--- src/rtl/icache_refill_writer.sv ---
// Refill write stage for the L1 icache data RF: buffers refill beats in a small
// FIFO and writes them into consecutive words of the target line.
module icache_refill_writer #(
  parameter int ADDR_WIDTH     = 5,
  parameter int DATA_WIDTH     = 32,
  parameter int BEATS_PER_LINE = 4,
  parameter int FIFO_DEPTH     = 2,
  localparam int BW = $clog2(BEATS_PER_LINE),
  localparam int LW = ADDR_WIDTH - BW
) (
  input  logic                  clk,
  input  logic                  rst_n,
  input  logic                  refill_req_i,
  input  logic [LW-1:0]         refill_line_i,
  output logic                  refill_gnt_o,
  input  logic                  rvalid_i,
  input  logic [DATA_WIDTH-1:0] rdata_i,
  input  logic                  rerr_i,
  output logic                  rready_o,
  input  logic                  stall_i,
  output logic                  rf_we_o,
  output logic [ADDR_WIDTH-1:0] rf_waddr_o,
  output logic [DATA_WIDTH-1:0] rf_wdata_o,
  output logic                  busy_o,
  output logic                  refill_done_o,
  output logic                  refill_err_o
);

  // state | meaning
  // IDLE  | waiting for a refill command; grant follows the request
  // FILL  | accepting beats into the FIFO and draining them into the RF
  // DONE  | single-cycle completion pulse with accumulated error status

  localparam int PW = $clog2(FIFO_DEPTH);
  localparam logic [BW:0] BEATS_CNT  = (BW+1)'(BEATS_PER_LINE);
  localparam logic [BW:0] LAST_BEAT  = (BW+1)'(BEATS_PER_LINE - 1);
  localparam logic [BW:0] CNT_ONE    = (BW+1)'(1);
  localparam logic [PW:0] FIFO_FULL  = (PW+1)'(FIFO_DEPTH);
  localparam logic [PW:0] OCC_ONE    = (PW+1)'(1);
  localparam logic [PW-1:0] PTR_ONE  = PW'(1);

  typedef enum logic [1:0] {ST_IDLE, ST_FILL, ST_DONE} state_t;

  state_t                state_q, state_d;
  logic [LW-1:0]         line_q;
  logic [BW:0]           in_cnt_q, out_cnt_q;
  logic                  err_q;

  logic [DATA_WIDTH-1:0] fifo_mem [FIFO_DEPTH];
  logic [PW-1:0]         wr_ptr_q, rd_ptr_q;
  logic [PW:0]           fifo_cnt_q;
  logic                  fifo_full, fifo_empty;

  logic                  start, push, pop;

  assign fifo_full  = (fifo_cnt_q == FIFO_FULL);
  assign fifo_empty = (fifo_cnt_q == '0);

  always_comb begin
    state_d       = state_q;
    start         = 1'b0;
    push          = 1'b0;
    pop           = 1'b0;
    refill_gnt_o  = 1'b0;
    rready_o      = 1'b0;
    rf_we_o       = 1'b0;
    rf_waddr_o    = '0;
    rf_wdata_o    = '0;
    busy_o        = 1'b0;
    refill_done_o = 1'b0;
    refill_err_o  = 1'b0;
    // All outputs are forced low while reset is asserted, even mid-line.
    if (rst_n) begin
      unique case (state_q)
        ST_IDLE: begin
          refill_gnt_o = refill_req_i;
          if (refill_req_i) begin
            start   = 1'b1;
            state_d = ST_FILL;
          end
        end
        ST_FILL: begin
          busy_o   = 1'b1;
          rready_o = !fifo_full && (in_cnt_q < BEATS_CNT);
          push     = rvalid_i && rready_o;
          rf_we_o  = !fifo_empty && !stall_i;
          if (rf_we_o) begin
            pop        = 1'b1;
            rf_waddr_o = {line_q, out_cnt_q[BW-1:0]};
            rf_wdata_o = fifo_mem[rd_ptr_q];
            if (out_cnt_q == LAST_BEAT) state_d = ST_DONE;
          end
        end
        ST_DONE: begin
          busy_o        = 1'b1;
          refill_done_o = 1'b1;
          refill_err_o  = err_q;
          state_d       = ST_IDLE;
        end
        default: state_d = ST_IDLE;
      endcase
    end
  end

  always_ff @(posedge clk) begin
    if (!rst_n) begin
      state_q    <= ST_IDLE;
      line_q     <= '0;
      in_cnt_q   <= '0;
      out_cnt_q  <= '0;
      err_q      <= 1'b0;
      wr_ptr_q   <= '0;
      rd_ptr_q   <= '0;
      fifo_cnt_q <= '0;
    end else begin
      state_q <= state_d;
      if (start) begin
        line_q    <= refill_line_i;
        in_cnt_q  <= '0;
        out_cnt_q <= '0;
        err_q     <= 1'b0;
      end else begin
        if (push) begin
          in_cnt_q <= in_cnt_q + CNT_ONE;
          err_q    <= err_q | rerr_i;
        end
        if (pop) out_cnt_q <= out_cnt_q + CNT_ONE;
      end
      if (push) wr_ptr_q <= wr_ptr_q + PTR_ONE;
      if (pop)  rd_ptr_q <= rd_ptr_q + PTR_ONE;
      unique case ({push, pop})
        2'b10:   fifo_cnt_q <= fifo_cnt_q + OCC_ONE;
        2'b01:   fifo_cnt_q <= fifo_cnt_q - OCC_ONE;
        default: fifo_cnt_q <= fifo_cnt_q;
      endcase
    end
  end

  // Beat storage needs no reset; occupancy alone says which entries are live.
  always_ff @(posedge clk) begin
    if (push) fifo_mem[wr_ptr_q] <= rdata_i;
  end

endmodule
--- config.mk ---
export PLATFORM = sky130hd
export DESIGN_NAME = icache_refill_writer
export DESIGN_NICKNAME = d
export VERILOG_FILES = /design/src/rtl/icache_refill_writer.sv
export SDC_FILE = /design/constraint.sdc
export NUM_CORES = 1
export LEC_CHECK = 0
export ABC_AREA = 1
export CAP_MARGIN = 30
export CELL_PAD_IN_SITES_DETAIL_PLACEMENT = 1
export CELL_PAD_IN_SITES_GLOBAL_PLACEMENT = 1
export CORE_MARGIN = 2
export CORE_UTILIZATION = 35
export CTS_CLUSTER_SIZE = 28
export DETAILED_ROUTE_END_ITERATION = 6
export GPL_TIMING_DRIVEN = 0
export PLACE_DENSITY_LB_ADDON = 0.1
export SYNTH_ARGS = -nofsm -noshare
export SYNTH_HDL_FRONTEND = slang
export SYNTH_SLANG_ARGS = --single-unit
--- constraint.sdc ---
create_clock -name clk -period 6.3 [get_ports clk]
set_input_delay 0.945 -clock clk [delete_from_list [all_inputs] [get_ports clk]]
set_output_delay 0.945 -clock clk [all_outputs]
set_load 0.005 [all_outputs]
# Yosys cells after proc, flatten, opt, wreduce, memory -nomap -nowiden
# Memory sizes are Yosys's and may differ from the RTL's. A register that Yosys moved wholly into a read port is not among the register bits.
# Cells that the tools add are included.
dict set report op_classes {
  n_addsub 6
  multipliers 0
  n_div 0
  n_lt_le_gt_ge 1
  eq_ne 9
  shifts 0
  n_mux 35
  n_bitwise 2
  reduce_logical 12
}
# operator count
set ops {}
lappend ops {{$mux 32} 3}
lappend ops {{$mux 1} 24}
lappend ops {{$mux 5} 3}
lappend ops {{$pmux 2 s2} 2}
lappend ops {{$add 3x1->3 const B} 2}
lappend ops {{$eq 2x2->1 const B} 3}
lappend ops {{$mux 2} 3}
lappend ops {{$ne 2x2->1 const B} 3}
lappend ops {{$eq 2x1->1 const B} 2}
lappend ops {{$logic_not 2->1} 2}
lappend ops {{$reduce_or 2->1} 2}
lappend ops {{$eq 3x2->1 const B} 1}
lappend ops {{$logic_and 1x1->1} 3}
lappend ops {{$logic_not 1->1} 3}
lappend ops {{$lt 3x3->1 const B} 1}
lappend ops {{$reduce_and 3->1} 1}
lappend ops {{$add 1x1->1 const B} 2}
lappend ops {{$add 2x1->2 const B} 1}
lappend ops {{$reduce_bool 2->1} 1}
lappend ops {{$sub 2x1->2 const B} 1}
lappend ops {{$not 1->1} 1}
lappend ops {{$or 1x1->1} 1}
dict set report word_totals {
  regBits 16
  latchBits 0
  ram_bits 64
  rom_bits 0
  inputBits 41
  output_inout_bits 43
  wordCells 74
  n_memories 1
}
# memory depth width read_ports rd_clocked_by_memory_dff wr line
set memory_table {}
lappend memory_table {fifo_mem 2 32 1 1 1 49} ;# logic [DATA_WIDTH-1:0] fifo_mem [FIFO_DEPTH];

# Depth between registers and ports, before layout
dict set report logic_depth {
  word_depth 8
  mapped_depth 11
  depth_no_buf 11
}

# Least setup slack after synthesis
# No wires, ideal clock.
dict set report synth_path {
  path_type {in2reg}
  from {input port rst_n}
  to {memory fifo_mem[0][0] (enable)}
  setup_time_ns 0.421
  t_arrival_ns 2.682
  required_time_ns 5.879
  setup_slack_ns 3.196
  path_stages 4
  path_buffers 0
  cell_sequence {nand2_1 nor2_1 nand3_1 nor2_1}
}
dict set report synth_via {
  elab_chain_cells 3
}
# item line
set synth_lines {}
lappend synth_lines {{from (decl)} 12} ;# input logic rst_n,
lappend synth_lines {{$mux 1} 73} ;# if (rst_n) begin
lappend synth_lines {{$mux 1} 141} ;# if (push) fifo_mem[wr_ptr_q] <= rdata_i;
lappend synth_lines {{$mux 1 (not written as such)} 141}
lappend synth_lines {{to (decl)} 49}
# Every way passes these cells.

# Final worst setup path
dict set report layout_path {
  from {input port rst_n}
  to {output port rf_wdata_o[18]}
}
dict set report layout_via {
  elab_chain_cells 1
}
# item line
set layout_lines {}
lappend layout_lines {{$mux 32} 73}
lappend layout_lines {{to (decl)} 23} ;# output logic [DATA_WIDTH-1:0] rf_wdata_o,
# Every way passes these cells.

==> flow_metrics.tcl <==
set metrics [dict create \
    slowest_stage "clkdlybuf4s50_1" \
    peakVddDrop_mv 0.143 \
    fin_skew_ns 0.0109 \
    syn-cell-area_mm2 0.00327 \
    postSynthCellCount 296 \
    power_density_mw_per_mm2 255 \
    final_nets 442 \
    crit_path_cell_trace "clkdlybuf4s50_1 > buf_2 > nand4_2 > buf_2 > a21oi_1 > clkdlybuf4s50_1" \
    io_buffers 83 \
    cts_setup_buffers 0 \
    post-route-min-period_ns 3.78 \
    cts_tree "yes" \
    die_area_mm2 0.0101 \
    finalHoldViolations 0 \
    final-setup-viol-count 0 \
    antenna_found_initial 0 \
    hp-start "in_cnt_q[2]$_SDFFE_PP0P_" \
    yosysWarningCount 0 \
    p_sw_mw 0.302 \
    synth-seq-cells 81 \
    drt-vias-per-instance 4.60 \
    critPathMaxStageDelay_ns 0.53 \
    clkPwrFrac 0.301 \
    track_usage 0.152 \
    r2r_end "fifo_mem[0][16]$_DFFE_PP_" \
    dp_hpwl_um 5120 \
    yosysSeqAreaShare 0.693 \
    synth_fp_nets 346 \
    cts.repair.resized 0 \
    diodes 0 \
    dr.pass1.iters 4 \
    criticalPathCategory "input pin to primary output" \
    pwr-share-seq 0.548 \
    num_vias 2339 \
    clkSinkCount 81 \
    drt-initial-drc-count 72 \
    startpoint_type "input pin" \
    row_count 35 \
    pwr-share-comb 0.151 \
    pin_count 84 \
    endpoint "rf_wdata_o[18]" \
    routed_wl_um 7220 \
    clock_path_buffers 2 \
    final_common_cell "nand2_1" \
    grt_pass1_wl_um 11900 \
    ys_types 19 \
    clk_pin_slew_ns 0.09 \
    rsz0062_at_grt "no" \
    grt_pass1_vias 2527 \
    ant_nets 0 \
    synth_edf_count 64 \
    die_w_um 101 \
    synthArstFlopShare 0 \
    h-tree-depth 3 \
    cp-end-kind "primary output" \
    core-area_mm2 0.00915 \
    drv_cap 0 \
    clk_root_buffer_cell "clkbuf_8" \
    tightest_slew_ns 0.516 \
    finalCritPeriodShare 0.601 \
    required_ns 5.35 \
    r2r.worst_path.cells 7 \
    die_h_um 101 \
    wl_per_cell_um 14.2 \
    cp-startpoint "rst_n" \
    status "complete, no violations" \
    critPathArrivalTime_ns 2.84 \
    grt-ovfl-total 0 \
    holdWs_ns 0.468 \
    min_path_type "register to register" \
    tns_ns 0 \
    gp_congestion 0.704 \
    rr_startpoint "state_q[1]$_SDFFE_PN0P_" \
    drive_above_1_share 0.0907 \
    grt_max_degree 23 \
    max_slew_margin 0.656 \
    p_leak_nw 1.63 \
    slew_viol_final 0 \
    cts_made_buffers 9 \
    areaGrowthSynthToFinish_pct 37.0 \
    r2r_slack_ns 4.12 \
    avgSynthCellArea_um2 11.0 \
    ctsHoldBuffers 0 \
    switching_share 0.265 \
    hold_depth 2 \
    start_util 0.357 \
    final_cell_mix "86 x nand2_1, 83 x clkdlybuf4s50_1, 64 x edfxtp_1" \
    drc_errors 0 \
    internal-power_mw 0.839 \
    synth-main-ff-cell "edfxtp_1" \
    fmax_ghz 0.264 \
    nFillCells 1002 \
    clock_latency_ns 0.34 \
    cp_max_fo 10 \
]
sequential cells by signal, indices dropped and copies added, names as in the netlist, named ones only:
signal / cells
rd_ptr_q: 1
fifo_cnt_q: 2
state_q: 2
in_cnt_q: 3
fifo_mem: 64
out_cnt_q: 3
wr_ptr_q: 1
err_q: 1
line_q: 3
power by group through the flow:
stage / Clock, mW / Combinational [mW] / Sequential, mW
floorplan: 0 / 0.0960 / 0.635
global placement: 0 / 0.163 / 0.638
detailed placement: 0 / 0.177 / 0.638
CTS: 0.354 / 0.177 / 0.626
global route: 0.376 / 0.200 / 0.630
finish: 0.343 / 0.172 / 0.625
synthesized netlist by cell type, types with 3 or more instances:
master,n,area (um^2)
dfxtp_1,17,340
clkbuf_1,3,11.3
inv_1,27,101
edfxtp_1,64,1920
o21ai_0,7,35.0
nor2_2,3,18.8
nand3_1,9,45.0
nor2_1,14,52.6
buf_2,9,45.0
ha_1,9,113
nand2_1,86,323
a21oi_1,41,205
critical path, delay by kind of cell:
kind | cells | cell delay (ns)
and+or+nand+nor | 1 | 0.22
buffers and inverters | 4 | 1.49
AOI/OAI and AO/OA | 1 | 0.19
how the worst min path moves through the flow:
stage	end
final	in_cnt_q[2]$_SDFFE_PP0P_
after CTS	in_cnt_q[2]$_SDFFE_PP0P_
after global placement	out_cnt_q[2]$_SDFFE_PP0P_
after floorplan	in_cnt_q[2]$_SDFFE_PP0P_
after global routing	in_cnt_q[2]$_SDFFE_PP0P_
after detailed placement	in_cnt_q[2]$_SDFFE_PP0P_
metal layers:
| layer | track usage | vias to the layer above | part of all wire |
|---|---|---|---|
| met4 | 0.0622 | 0 | 0.016 |
| li1 | - | 1178 | - |
| met5 | 0 | - | 0 |
| met2 | 0.252 | 58 | 0.48 |
| met1 | 0.194 | 1094 | 0.46 |
| met3 | 0.0305 | 9 | 0.038 |
cell families (layout without fill, tap and decap cells):
| family | after synthesis | in the layout | synth area share |
|---|---|---|---|
| and+or+nand+nor | 116 | 116 | 0.145 |
| adders and majority gates | 9 | 9 | 0.0345 |
| AOI/OAI and AO/OA | 49 | 49 | 0.0762 |
| DFF | 81 | 81 | 0.693 |
| buffers and inverters | 41 | 142 | 0.0517 |
final cells by class:
cell class                 count  area [um^2]  share of cell area
timing repair buffer          85          878               0.196
sequential                    81         2260               0.506
clock inverter                 7         55.1              0.0123
buffer                        13         63.8              0.0143
inverter                      28          105              0.0235
clock buffer                   9          124              0.0277
tap                          111          139              0.0310
multi-input combinational    174          847               0.189
per-stage QoR:
stage / util / instance area, um^2 / power [mW] / cells / setup slack [ns]
after floorplan: - / 3270 / 0.731 / 296 / 3.20
after global placement: 0.463 / 4240 / 0.801 / 490 / 1.76
after detailed placement: 0.469 / 4300 / 0.815 / 492 / 2.49
after CTS: 0.489 / 4470 / 1.16 / 508 / 2.49
after global routing: 0.489 / 4470 / 1.21 / 508 / 2.37
final: 0.489 / 4470 / 1.14 / 508 / 2.52
Note: power is estimated with default switching activity, not from simulation.
